## src/rtl/fc_layer_lanes.sv

```systemverilog
// Multi-cycle fully connected layer: LANES neurons in parallel, one input element per clock.
// Optional ReLU on the stored results when FC_RELU_EN is defined.
module fc_layer_lanes #(
    parameter int IN_SIZE    = 16,
    parameter int OUT_SIZE   = 8,
    parameter int LANES      = 2,
    parameter int W          = 8,
    parameter int ACC_WIDTH  = 24,
    parameter int FRAC_SHIFT = 0
) (
    input  logic                         clk,
    input  logic                         reset,
    input  logic                         start,
    input  logic [W*IN_SIZE-1:0]         in_vector_flat,
    input  logic [W*OUT_SIZE*IN_SIZE-1:0] weights_flat,
    input  logic [W*OUT_SIZE-1:0]        biases_flat,
    output logic [W*OUT_SIZE-1:0]        out_vector_flat,
    output logic                         busy,
    output logic                         done
);
    localparam int GROUPS = OUT_SIZE / LANES;
    localparam int G_W    = (GROUPS > 1) ? $clog2(GROUPS) : 1;
    localparam int J_W    = $clog2(IN_SIZE);
    localparam logic [J_W-1:0] J_LAST = J_W'(IN_SIZE - 1);
    localparam logic [G_W-1:0] G_LAST = G_W'(GROUPS - 1);
    localparam logic signed [ACC_WIDTH-1:0] SAT_MAX = ACC_WIDTH'((2 ** (W - 1)) - 1);
    localparam logic signed [ACC_WIDTH-1:0] SAT_MIN = ~SAT_MAX;

    typedef enum logic [1:0] {IDLE, MAC, WRITE} state_t;

    state_t                          state_reg;
    logic [G_W-1:0]                  g_reg;
    logic [J_W-1:0]                  j_reg;
    logic [W*IN_SIZE-1:0]            in_reg;
    logic [W*OUT_SIZE*IN_SIZE-1:0]   w_reg;
    logic [W*OUT_SIZE-1:0]           b_reg;
    logic [W*OUT_SIZE-1:0]           stage_reg;
    logic [W*OUT_SIZE-1:0]           stage_next;
    logic [W*OUT_SIZE-1:0]           out_reg;
    logic                            busy_reg;
    logic                            done_reg;
    logic [G_W-1:0]                  g_next;

    logic signed [ACC_WIDTH-1:0]     acc_reg   [LANES];
    logic signed [ACC_WIDTH-1:0]     prod_ext  [LANES];
    logic signed [ACC_WIDTH-1:0]     next_bias [LANES];
    logic [W-1:0]                    result    [LANES];

    // Wraps to 0 on the last group so the next-bias select never leaves the vector.
    assign g_next = (g_reg == G_LAST) ? '0 : g_reg + G_W'(1);

    for (genvar gi = 0; gi < LANES; gi++) begin : g_lane
        logic signed [W-1:0]         in_sel;
        logic signed [W-1:0]         w_sel;
        logic signed [W-1:0]         b_sel;
        logic signed [2*W-1:0]       prod;
        logic signed [ACC_WIDTH-1:0] shifted;
        logic signed [W-1:0]         clamped;

        assign in_sel  = in_reg[int'(j_reg) * W +: W];
        assign w_sel   = w_reg[((int'(g_reg) * LANES + gi) * IN_SIZE + int'(j_reg)) * W +: W];
        assign b_sel   = b_reg[(int'(g_next) * LANES + gi) * W +: W];
        assign prod    = (2*W)'(in_sel) * (2*W)'(w_sel);
        assign prod_ext[gi]  = ACC_WIDTH'(prod);
        assign next_bias[gi] = ACC_WIDTH'(b_sel);
        assign shifted = acc_reg[gi] >>> FRAC_SHIFT;

        always_comb begin
            if (shifted > SAT_MAX)
                clamped = {1'b0, {(W-1){1'b1}}};
            else if (shifted < SAT_MIN)
                clamped = {1'b1, {(W-1){1'b0}}};
            else
                clamped = shifted[W-1:0];
`ifdef FC_RELU_EN
            if (clamped[W-1])
                clamped = '0;
`endif
        end

        assign result[gi] = clamped;
    end

    // Staging value including the group being written this cycle, so the final
    // copy to the output sees every neuron.
    always_comb begin
        stage_next = stage_reg;
        for (int l = 0; l < LANES; l++)
            stage_next[(int'(g_reg) * LANES + l) * W +: W] = result[l];
    end

    always_ff @(posedge clk or posedge reset) begin
        if (reset) begin
            state_reg <= IDLE;
            g_reg     <= '0;
            j_reg     <= '0;
            in_reg    <= '0;
            w_reg     <= '0;
            b_reg     <= '0;
            stage_reg <= '0;
            out_reg   <= '0;
            busy_reg  <= 1'b0;
            done_reg  <= 1'b0;
            for (int l = 0; l < LANES; l++)
                acc_reg[l] <= '0;
        end else begin
            done_reg <= 1'b0;
            case (state_reg)
                IDLE: begin
                    if (start) begin
                        in_reg   <= in_vector_flat;
                        w_reg    <= weights_flat;
                        b_reg    <= biases_flat;
                        g_reg    <= '0;
                        j_reg    <= '0;
                        busy_reg <= 1'b1;
                        state_reg <= MAC;
                        for (int l = 0; l < LANES; l++)
                            acc_reg[l] <= ACC_WIDTH'(signed'(biases_flat[l * W +: W]));
                    end
                end
                MAC: begin
                    for (int l = 0; l < LANES; l++)
                        acc_reg[l] <= acc_reg[l] + prod_ext[l];
                    if (j_reg == J_LAST) begin
                        j_reg     <= '0;
                        state_reg <= WRITE;
                    end else begin
                        j_reg <= j_reg + J_W'(1);
                    end
                end
                WRITE: begin
                    stage_reg <= stage_next;
                    if (g_reg == G_LAST) begin
                        out_reg   <= stage_next;
                        done_reg  <= 1'b1;
                        busy_reg  <= 1'b0;
                        state_reg <= IDLE;
                    end else begin
                        g_reg     <= g_next;
                        j_reg     <= '0;
                        state_reg <= MAC;
                        for (int l = 0; l < LANES; l++)
                            acc_reg[l] <= next_bias[l];
                    end
                end
                default: state_reg <= IDLE;
            endcase
        end
    end

    assign out_vector_flat = out_reg;
    assign busy            = busy_reg;
    assign done            = done_reg;

endmodule

```

## config.mk

```make
export PLATFORM = sky130hd
export DESIGN_NAME = fc_layer_lanes
export DESIGN_NICKNAME = d
export VERILOG_FILES = /design/src/rtl/fc_layer_lanes.sv
export SDC_FILE = /design/constraint.sdc
export NUM_CORES = 2
export LEC_CHECK = 0
export BUFFER_PORTS_ARGS = -buffer_cell sky130_fd_sc_hd__buf_2
export CAP_MARGIN = 30
export CORE_MARGIN = 3
export CORE_UTILIZATION = 23
export CTS_CLUSTER_SIZE = 8
export DETAILED_ROUTE_END_ITERATION = 8
export PLACE_DENSITY = 0.47
export SLEW_MARGIN = 25
export SYNTH_ARGS = -nofsm -noshare
export SYNTH_HDL_FRONTEND = slang
export SYNTH_SLANG_ARGS = --single-unit
```

## constraint.sdc

```tcl
create_clock -name clk -period 54.2 [get_ports clk]
set_input_delay 10.84 -clock clk [delete_from_list [all_inputs] [get_ports clk]]
set_output_delay 10.84 -clock clk [all_outputs]
set_load 0.01 [all_outputs]
```

==> out/results.ini <==
[outcome]
status=complete, no violations

[setup_path]
r2r_cells=22
cp_cell_sequence=buf_2 -> nand2_4 -> buf_4 -> buf_4 -> buf_4 -> buf_4 -> buf_4 -> buf_4 -> buf_16 -> nand2_1 -> nand2_1
start_kind=primary input
path_common_cell=buf_4
critical_path_required_ns=54.99
max_stage_delay_ns=0.82
cp_num_buf_inv=8
path_max_fanout=83
critical_path.top_delay_family=buffers and inverters
crit_cells=11
critPathKind=in -> reg
cp-end-kind=register
critPathArrivalTime_ns=16.68
cp_slowest_cell=buf_4

[cells_and_area]
drive_gt1_frac=0.231
largest_register_ffs=1024
syn_to_final_growth_pct=23.3
finalNetCount=10200
fin_area_mm2=0.0873
instances_no_fill=12800

[detailed_routing]
drc_errors=0
drt_pre_antenna_iters=6
ant_nets=0
first_iter_violations=4459
wl_per_cell_um=24.0
routed_wl_um=307000
num_vias=58000
vias_per_cell=4.54

[sta]
fmax_ghz=0.0629
period_needed_ns=15.89
drv_slew=0
setup_viol=0
finClkSkew_ns=0.116
rsz0062_at_grt=no
tns_ns=0
worst_pin_slew_ns=1.13
final_hold_viol_count=0
slew_headroom=0.249
finalCritPeriodShare=0.293
layout_setup_ws_ns=38.31

[synth]
synthSimpleGateAreaFrac=0.226
syn_inst=7458
syn_area_mm2=0.0708
ys_ff_latch=1394
yosys.area_share.adder=0.0798
syn_avg_cell_area_um2=9.50
synthMuxAreaShare=0.122
yosysSeqAreaShare=0.492
synth_fp_nets=9004
synth.distinct_cells=58
yosys.area_share.xor_xnor=0.00569
synth_warnings=0
ys.flop_type=dfrtp_1
synth_top_family_by_area=simple AND/OR/NAND/NOR gates
async_flop_share=1.00
synth_compound_area_frac=0.0366
synth_edf_count=0

[placement]
place_area_mm2=0.0816
io_buffers=1284
dp.final_hpwl_um=239000
place_inst=12500
preCtsSetupSlack_ns=37.47
gp_congestion=0.875

[cts]
clk_path_buf_depth=4
path_clk_slew_ns=0.05
numCtsBuffers=198
cts.hold.buffers_added=0
tritoncts=built
htreeDepth=4
cts.root.buffer_cell=clkbuf_16
cts.repair.resized=0
clock_latency_ns=0.88
cts_setup_buffers=0
clkSinkCount=1394

[global_routing]
grt_pass1_wl_um=440000
use_met1=0.249
grt_pass1_vias=60800
gr-total-overflow=0
grt_usage=0.191
gr-usage-met3=0.0387
grt_max_degree=200
grt_antenna_before_repair=126
top_usage_layer=met2
use_met2=0.319

[floorplanning]
core_mm2=0.306
dieWidth_um=561
rows=203
io_pins=1285
die_y_um=561
start_util=0.231
dieArea_mm2=0.315

[worst_hold_path]
min_path_type=reg -> reg
holdPathStages=2

[flow_run]
drv_cap=0

[cell usage after synthesis (6+ instances only)]
cell type | n | area (um^2)
mux2i_1 | 32 | 320
o21ai_1 | 15 | 75.1
or2_2 | 6 | 37.5
nand3_1 | 13 | 65.1
inv_1 | 250 | 938
and2_1 | 59 | 369
nor3_1 | 13 | 65.1
buf_2 | 24 | 120
fa_1 | 208 | 4160
o31ai_1 | 14 | 105
nand2b_1 | 7 | 43.8
clkbuf_1 | 344 | 1290
and3_1 | 8 | 50.1
a21o_1 | 12 | 90.1
nand2_1 | 3915 | 14700
dfrtp_1 | 1394 | 34900
buf_1 | 26 | 97.6
a221oi_1 | 31 | 272
mux4_2 | 368 | 8290
buf_4 | 21 | 158
nor2_1 | 128 | 480
xnor2_1 | 33 | 289
nand4_1 | 10 | 62.6
xor2_1 | 13 | 114
ha_1 | 119 | 1490
a22oi_1 | 9 | 67.6
o21ai_0 | 177 | 886
o21a_1 | 8 | 60.1
o21bai_1 | 7 | 52.6
a21oi_1 | 110 | 551
a32o_1 | 9 | 90.1
nor4_1 | 11 | 68.8
[cells by family after synthesis]
group / after synthesis
XOR/XNOR: 46
flip-flops: 1394
AO/OA/AOI/OAI: 433
AND/OR/NAND/NOR: 4180
adder cells (fa/ha/maj): 327
buffers and inverters: 673
multiplexers: 405
[metal layers]
metal,wire length (um),vias up
li1,-,26200
met1,131000,29100
met2,147000,2006
met3,19000,524
met4,9720,92
met5,612,-
[cell type report]
| type | count | area, um^2 |
|---|---|---|
| Sequential cell | 1394 | 34900 |
| Fill cell | 32800 | 219000 |
| Tap cell | 4100 | 5130 |
| Timing Repair Buffer | 1385 | 7580 |
| Clock inverter | 13 | 243 |
| Clock buffer | 209 | 5060 |
| Inverter | 256 | 973 |
| Multi-Input combinational cell | 5391 | 33400 |
| Antenna cell | 38 | 95.1 |
[worst paths after layout]
check                           startpoint                     to  slack, ns
max in group asynchronous            reset             w_reg[439]      39.22
min in group asynchronous            reset               w_reg[3]      10.08
worst max register to register    j_reg[0]  g_lane[0].shifted[23]      43.41
worst max-delay path                 start             w_reg[657]      38.31
worst min-delay path            w_reg[656]             w_reg[656]       0.46
worst min register to register  w_reg[656]             w_reg[656]       0.46
[layout by cell type (no fill, tap or decap), drive strengths merged, types with 6 or more instances in the layout]
cell / synthesis / routed
and2: 60 / 60
or2: 6 / 6
diode: 0 / 38
o31ai: 14 / 14
mux2i: 32 / 32
nand2: 3915 / 3915
nor2: 128 / 128
buf: 73 / 1385
o21bai: 7 / 7
fa: 208 / 208
nand2b: 7 / 7
nand4: 10 / 10
ha: 119 / 119
o21ai: 194 / 194
o21a: 8 / 8
xor2: 13 / 13
mux4: 368 / 368
xnor2: 33 / 33
clkinv: 4 / 10
a32o: 9 / 9
inv: 252 / 257
a22oi: 9 / 9
nor3: 13 / 13
a21o: 12 / 12
nor4: 11 / 11
nand3: 13 / 13
and3: 8 / 8
dfrtp: 1394 / 1394
a221oi: 31 / 31
a21oi: 110 / 110
clkbuf: 344 / 209
[worst min-delay path, stage by stage (launching register included)]
cell	delay (ns)
dfrtp_1	0.33
nand2_1	0.05
nand2_1	0.05
[stage by stage]
stage                     hold slack [ns]   util
after floorplan                     0.439      -
after CTS                           0.469  0.284
after global placement              0.452  0.266
after global routing                0.483  0.285
after detailed placement            0.457  0.266
final                               0.464  0.285
Power is not shown: default switching activity piles up to over one toggle a cycle in this logic, so the estimate is an artifact.
